`src/rtl/dmem_dma_ctrl.sv`:
```
// dmem_dma_ctrl: word-copy DMA sharing the DataMemory port with the CPU.
// The CPU always wins the port; the DMA alternates read/write on idle cycles.
module dmem_dma_ctrl #(
  parameter int MEM_WORDS = 64,
  parameter int LEN_W     = 7
) (
  input  logic        clk,
  input  logic        reset,
  input  logic        cpu_req,
  input  logic        cpu_we,
  input  logic [31:0] cpu_a,
  input  logic [31:0] cpu_wd,
  output logic [31:0] cpu_rd,
  output logic        mem_we,
  output logic [31:0] mem_a,
  output logic [31:0] mem_wd,
  input  logic [31:0] mem_rd,
  input  logic [31:0] config_reg,
  output logic [31:0] status_reg
);
  localparam int AW = $clog2(MEM_WORDS);
  typedef enum logic [1:0] {IDLE, RD, WR} state_t;
  state_t r_state, w_next;
  logic r_start_q, r_done, r_err;
  logic [AW-1:0] r_src, r_dst, w_cfg_src, w_cfg_dst;
  logic [LEN_W-1:0] r_len, r_count, w_cfg_len, w_cnt_inc, w_src_a, w_dst_a;
  logic [LEN_W:0] w_src_end, w_dst_end;
  logic [31:0] r_data_q;
  logic w_start, w_bad, w_dma_rd, w_dma_wr, w_unused;
  assign w_cfg_src = config_reg[AW:1];
  assign w_cfg_dst = config_reg[2*AW:AW+1];
  assign w_cfg_len = config_reg[2*AW+LEN_W:2*AW+1];
  assign w_unused  = ^config_reg[31:2*AW+LEN_W+1];
  assign w_start   = config_reg[0] & ~r_start_q;
  // bounds checked one bit wider so that src+len up to 63+127 cannot wrap
  assign w_src_end = {{(LEN_W+1-AW){1'b0}}, w_cfg_src} + {1'b0, w_cfg_len};
  assign w_dst_end = {{(LEN_W+1-AW){1'b0}}, w_cfg_dst} + {1'b0, w_cfg_len};
  assign w_bad     = (w_src_end > (LEN_W+1)'(MEM_WORDS)) || (w_dst_end > (LEN_W+1)'(MEM_WORDS));
  assign w_cnt_inc = r_count + LEN_W'(1);
  assign w_src_a   = {{(LEN_W-AW){1'b0}}, r_src} + r_count;
  assign w_dst_a   = {{(LEN_W-AW){1'b0}}, r_dst} + r_count;
  assign w_dma_rd  = (r_state == RD) && !cpu_req;
  assign w_dma_wr  = (r_state == WR) && !cpu_req;
  assign cpu_rd    = mem_rd;
  assign mem_we    = cpu_req ? cpu_we : w_dma_wr;
  assign mem_a     = cpu_req  ? cpu_a :
                     w_dma_rd ? {{(30-LEN_W){1'b0}}, w_src_a, 2'b00} :
                     w_dma_wr ? {{(30-LEN_W){1'b0}}, w_dst_a, 2'b00} : 32'd0;
  assign mem_wd    = cpu_req ? cpu_wd : w_dma_wr ? r_data_q : 32'd0;
  assign status_reg = {{(29-LEN_W){1'b0}}, r_count, r_err, r_done, r_state != IDLE};
  always_comb begin
    w_next = r_state;
    case (r_state)
      IDLE:    w_next = (w_start && !w_bad && w_cfg_len != '0) ? RD : IDLE;
      RD:      w_next = cpu_req ? RD : WR;
      WR:      w_next = cpu_req ? WR : (w_cnt_inc == r_len) ? IDLE : RD;
      default: w_next = IDLE;
    endcase
  end
  always_ff @(posedge clk or posedge reset) begin
    if (reset) begin
      r_state   <= IDLE;
      r_start_q <= 1'b0;
      r_src     <= '0;
      r_dst     <= '0;
      r_len     <= '0;
      r_count   <= '0;
      r_done    <= 1'b0;
      r_err     <= 1'b0;
      r_data_q  <= '0;
    end else begin
      r_state   <= w_next;
      r_start_q <= config_reg[0];
      if (r_state == IDLE && w_start) begin
        r_src   <= w_cfg_src;
        r_dst   <= w_cfg_dst;
        r_len   <= w_cfg_len;
        r_count <= '0;
        r_err   <= w_bad;
        r_done  <= !w_bad && w_cfg_len == '0;
      end
      if (w_dma_rd) r_data_q <= mem_rd;
      if (w_dma_wr) begin
        r_count <= w_cnt_inc;
        r_done  <= w_cnt_inc == r_len;
      end
    end
  end
endmodule

```
`config.mk`:
```
export PLATFORM = sky130hd
export DESIGN_NAME = dmem_dma_ctrl
export DESIGN_NICKNAME = d
export VERILOG_FILES = /design/src/rtl/dmem_dma_ctrl.sv
export SDC_FILE = /design/constraint.sdc
export NUM_CORES = 1
export LEC_CHECK = 0
export BUFFER_PORTS_ARGS = -buffer_cell sky130_fd_sc_hd__buf_2
export CORE_MARGIN = 2
export CORE_UTILIZATION = 35
export DETAILED_ROUTE_END_ITERATION = 10
export PLACE_DENSITY = 0.66
export SYNTH_ARGS = -nofsm -noshare
export SYNTH_HDL_FRONTEND = slang
export SYNTH_SLANG_ARGS = --single-unit
```
`constraint.sdc`:
```
create_clock -name clk -period 3.72 [get_ports clk]
set_input_delay 0.558 -clock clk [delete_from_list [all_inputs] [get_ports clk]]
set_output_delay 0.558 -clock clk [all_outputs]
set_load 0.01 [all_outputs]
```
### Yosys cells after proc, flatten, opt, wreduce, memory -nomap -nowiden

Index checks and enable logic that the tools add are counted.

| storage, ports and cells | value |
|---|---|
| logic and storage cells | 50 |
| output and inout bits | 129 |
| flip-flop bits (word level) | 63 |

| cells by class | value |
|---|---|
| eq/ne operators | 3 |
| muxes and demuxes | 15 |
| bitwise logic cells | 2 |
| order comparisons | 2 |
| reductions and logical operators | 14 |
| add/subtract/negate cells | 5 |

Operators with widths:

| operator | count |
|---|---|
| two-way mux 32 bit | 3 |
| two-way mux 9 bit | 2 |
| adder 6 x 7 -> 8 bit | 2 |
| greater-than comparator 8 x 7 -> 1 bit, second input constant | 2 |
| adder 6 x 7 -> 7 bit | 2 |
| two-way mux 7 bit | 2 |
| adder 7 x 1 -> 7 bit, second input constant | 1 |
| equality test 7 bit | 1 |
| logical NOT 7 bit | 1 |
| nonzero test 7 bit | 1 |
| logical AND 1 bit | 6 |
| case mux 2 bit (3 select lines) | 1 |
| two-way mux 1 bit | 5 |
| two-way mux 2 bit | 2 |
| nonzero test 2 bit | 2 |
| equality test 2 x 1 -> 1 bit, second input constant | 1 |
| equality test 2 bit, second input constant | 1 |
| logical NOT 1 bit | 2 |
| logical NOT 2 bit | 1 |
| bitwise AND 1 bit | 1 |
| logical OR 1 bit | 1 |
| inverter 1 bit | 1 |

### Longest topological paths before layout

| logic depth | value |
|---|---|
| depth after elaboration | 8 |
| depth in mapped cells | 10 |
| mapped depth without buffers | 10 |

### Worst setup path after synthesis

OpenSTA, ideal clock, no wires.

| timing path | value |
|---|---|
| kind | reg2out |
| start | register r_count[0] |
| end | output mem_a[8] |
| cell stages (with the launch flop) | 10 |
| data required time | 3.162 ns |
| data arrival time | 2.205 ns |
| buffers on the path | 0 |
| path slack | 0.957 ns |
| cell sequence | dfrtp_1 ha_1 fa_1 a21o_1 a21oi_1 o21bai_1 a21oi_1 xor2_1 nor2_1 a221o_1 |

| between the ends | value |
|---|---|
| longest elaborated chain between the ends | 4 |
| elaborated cells on any way between the ends | 5 |

RTL lines:

| item | RTL line | source |
|---|---|---|
| start: declaration | 26 | `logic [LEN_W-1:0] r_len, r_count, w_cfg_len, w_cnt_inc, w_src_a, w_dst_a;` |
| start signal: assignment | 84 | `r_count <= w_cnt_inc;` |
| adder 6 x 7 -> 7 bit | 41 | `assign w_dst_a = {{(LEN_W-AW){1'b0}}, r_dst} + r_count;` |
| two-way mux 9 bit | 48 | `w_dma_wr ? {{(30-LEN_W){1'b0}}, w_dst_a, 2'b00} : 32'd0;` |
| two-way mux 9 bit * | 47 | `w_dma_rd ? {{(30-LEN_W){1'b0}}, w_src_a, 2'b00} :` |
| two-way mux 32 bit * | 46 | `assign mem_a = cpu_req ? cpu_a :` |
| end: declaration | 15 | `output logic [31:0] mem_a,` |

Mark *: on every way between the ends. The rest lies on a longest branch, timed or not.

### Worst setup path in the final report

Ends and elaborated chain as after synthesis.

==> out/results.txt <==
CP Max Fanout -> 9
Synth top cells by count -> dfrtp_1 (63), buf_4 (56), mux2_2 (50)
Synth area leader -> dfrtp_1
Clock buffer depth -> 2
Critical path startpoint -> r_count[0]$_DFFE_PP0P_
Met2 Use GR -> 33.3%
Hold Crit Class -> in -> async
Clock transition at path regs -> 0.06 ns
Total GRT Usage -> 18.9%
Fillcell total -> 1226
Iter 0 DRT Violations -> 159
Max-cap violations -> 0
Core Rows -> 41
CP endpoint kind -> primary output
TritonCTS clock tree -> built
Initial Util -> 36.2%
Die Ht -> 119 µm
Power Dens Cells -> 571 mW/mm²
WP data required -> 3.16 ns
Port Buf Inserts -> 226
Yosys reg bits -> 63
Setup TNS -> 0 ns
Synthesis Warnings -> 0
Rel. slew slack -> 43.4%
Final Non-Filler Cells -> 815
Post-synth top area share -> 34.2%
Synthesized area per cell -> 10.3 µm²
Crit path DAT -> 2.84 ns
CTS Buf Count -> 9
Core area -> 0.0127 mm²
Vias per cell -> 4.94
Post-CTS setup buffers -> 0
Final Max Slew Viols -> 0
Final hold vios -> 0
# setup viols final -> 0
Initial antenna violation count -> 0
# IOs -> 261
Worst R2R Start -> r_count[1]$_DFFE_PP0P_
Root buffer cell -> clkbuf_16
Post-detail-place hpwl -> 10900 µm
Layout cells sized above 1 -> 48.5%
Crit Path Category -> reg -> out
Number of hold buffers added after cts -> 0
Main synth FF type -> dfrtp_1
RePlAce Congestion -> 0.863
Sequential element share of the synthesized area -> 34.2%
Status -> complete, no violations
Crit start category -> flop
Pwr Total -> 0.00337 W
Tmin final -> 3.40 ns
Layer with the highest usage -> met2
Htree depth -> 3
Leak -> 3.05 nW
Number of flops mapped to enable cells by yosys -> 0
Post-layout nets -> 799
Worst skew pair latency -> 0.33 ns
Placed Cells incl. Taps -> 799
Peak supply drop -> 0.292 mV
Synth area leaders -> dfrtp_1 (34%), mux2_2 (12%), buf_4 (9.1%)
Clk_skew -> 0.00633 ns
Met3 usage -> 5.26%
Total wire length -> 13400 µm
R2r setup slk -> 1.35 ns
Met1 Track Usage GR -> 21.9%
Vias in the first global route -> 4078
Die W -> 119 µm
Wirelength per Cell -> 16.5 µm
CP most frequent cell -> a21oi_1
Post-cts resize count -> 0
Largest net degree at the start of global routing -> 63
Post-DRT Antenna Nets -> 0
First-pass GRT wire length -> 21100 µm
Slowest stage cell, crit path -> dfrtp_1
Worst path max stage delay -> 0.50 ns
Netlist cell types -> 52
Router iterations before antenna repair -> 4
Period utilisation layout -> 91.3%
Layout area overhead -> 28.2%
Least-Margin Pin Slew -> 0.845 ns
Most common cell in the netlist -> dfrtp_1
Max frequency -> 295 MHz
Die footprint -> 0.0141 mm²
Crit-path cells -> ha_1 -> fa_1 -> a21o_1 -> a21oi_1 -> o21bai_1 -> a21oi_1 -> xor2_1 -> nor2_1 -> a221o_1 -> buf_2
DRC viols -> 0
Gr ovfl total -> 0
Post-Syn Instances -> 449
Clk sink count -> 63
Vias -> 4029
Antenna cells -> 0
Mapped Area -> 0.00461 mm²
Ys async rst share -> 100%
RSZ-0062 raised after global routing -> no
[worst paths after layout]
path / to / depth (start not counted)
worst max register to register: r_state[0]$_DFF_PP0_ / 8
worst min-delay path: r_data_q[6]$_DFFE_PP0P_ / 2
min in group clk: r_start_q$_DFF_PP0_ / 1
worst max-delay path: mem_a[8] / 10
worst min register to register: r_err$_DFFE_PP0P_ / 1
max in group asynchronous: r_src[0]$_DFFE_PP0P_ / 3
[flip-flops by register name, indices dropped and copies added (netlist names)]
| name | flops |
|---|---|
| r_data_q | 32 |
| r_state | 2 |
| r_done | 1 |
| r_src | 6 |
| r_dst | 6 |
| r_count | 7 |
| r_err | 1 |
| r_start_q | 1 |
| r_len | 7 |
[logic make-up after synthesis]
kind of cell / share of synthesized area [%]
buf+inv: 12.3
fa+ha+maj: 8.52
compound gates: 17.6
xor+xnor: 4.94
simple gates: 10.1
mux: 12.2
flops: 34.2
other cells: 0.0814
[per-stage QoR]
step           hold slack (ns)  setup WS (ns)  area [µm²]  utilization (%)
4_1_cts                  0.342          0.314        5910             46.4
3_3_place_gp             0.476          0.735        5590             43.9
2_1_floorplan            0.465          0.957        4690                -
6_report                 0.332          0.325        5910             46.4
3_5_place_dp             0.478          0.679        5590             43.9
5_1_grt                  0.341          0.141        5910             46.4
[layer usage]
metal	up-vias	share of wire [%]
li1	1906	-
met1	1917	38
met2	182	51
met3	24	7.7
met4	0	2.9
met5	-	0
[power by group]
group          total [W]  internal, W  switching (W)
registers        0.00121     0.000994       0.000215
logic            0.00127     0.000650       0.000617
clock network   0.000897     0.000587       0.000310
[critical path, delay by kind of cell, from the launching register on]
| kind | cells | cell delay [ns] |
|---|---|---|
| AOI/OAI and AO/OA | 5 | 0.95 |
| and+or+nand+nor | 1 | 0.05 |
| DFF | 1 | 0.50 |
| buffers and inverters | 1 | 0.15 |
| xor gates and xnor gates | 1 | 0.16 |
| adders and majority gates | 2 | 0.72 |
[cell usage in the layout, fill, tap and decap left out, types with 9 or more instances in the layout]
cell	synthesis	routed
a21oi_1	17	17
xnor2_1	16	16
dfrtp_1	63	63
xor2_1	10	10
nor2_1	13	12
buf_2	9	226
conb_1	1	22
nand2_1	10	10
o21ai_0	12	12
inv_1	17	16
mux2_2	50	50
clkbuf_16	0	9
and2_1	25	25
a22o_1	37	37
ha_1	25	25
[final cells by class]
class                      count  area, µm²  area share, %
clock inverter                 7       97.6           1.65
inverter                      17       63.8           1.08
multi-input combinational    315       2550           43.2
tap                          172        215           3.64
clock buffer                   9        225           3.81
sequential                    63       1580           26.7
timing repair buffer         232       1180           19.9
Note: power is estimated with default switching activity, not from simulation.
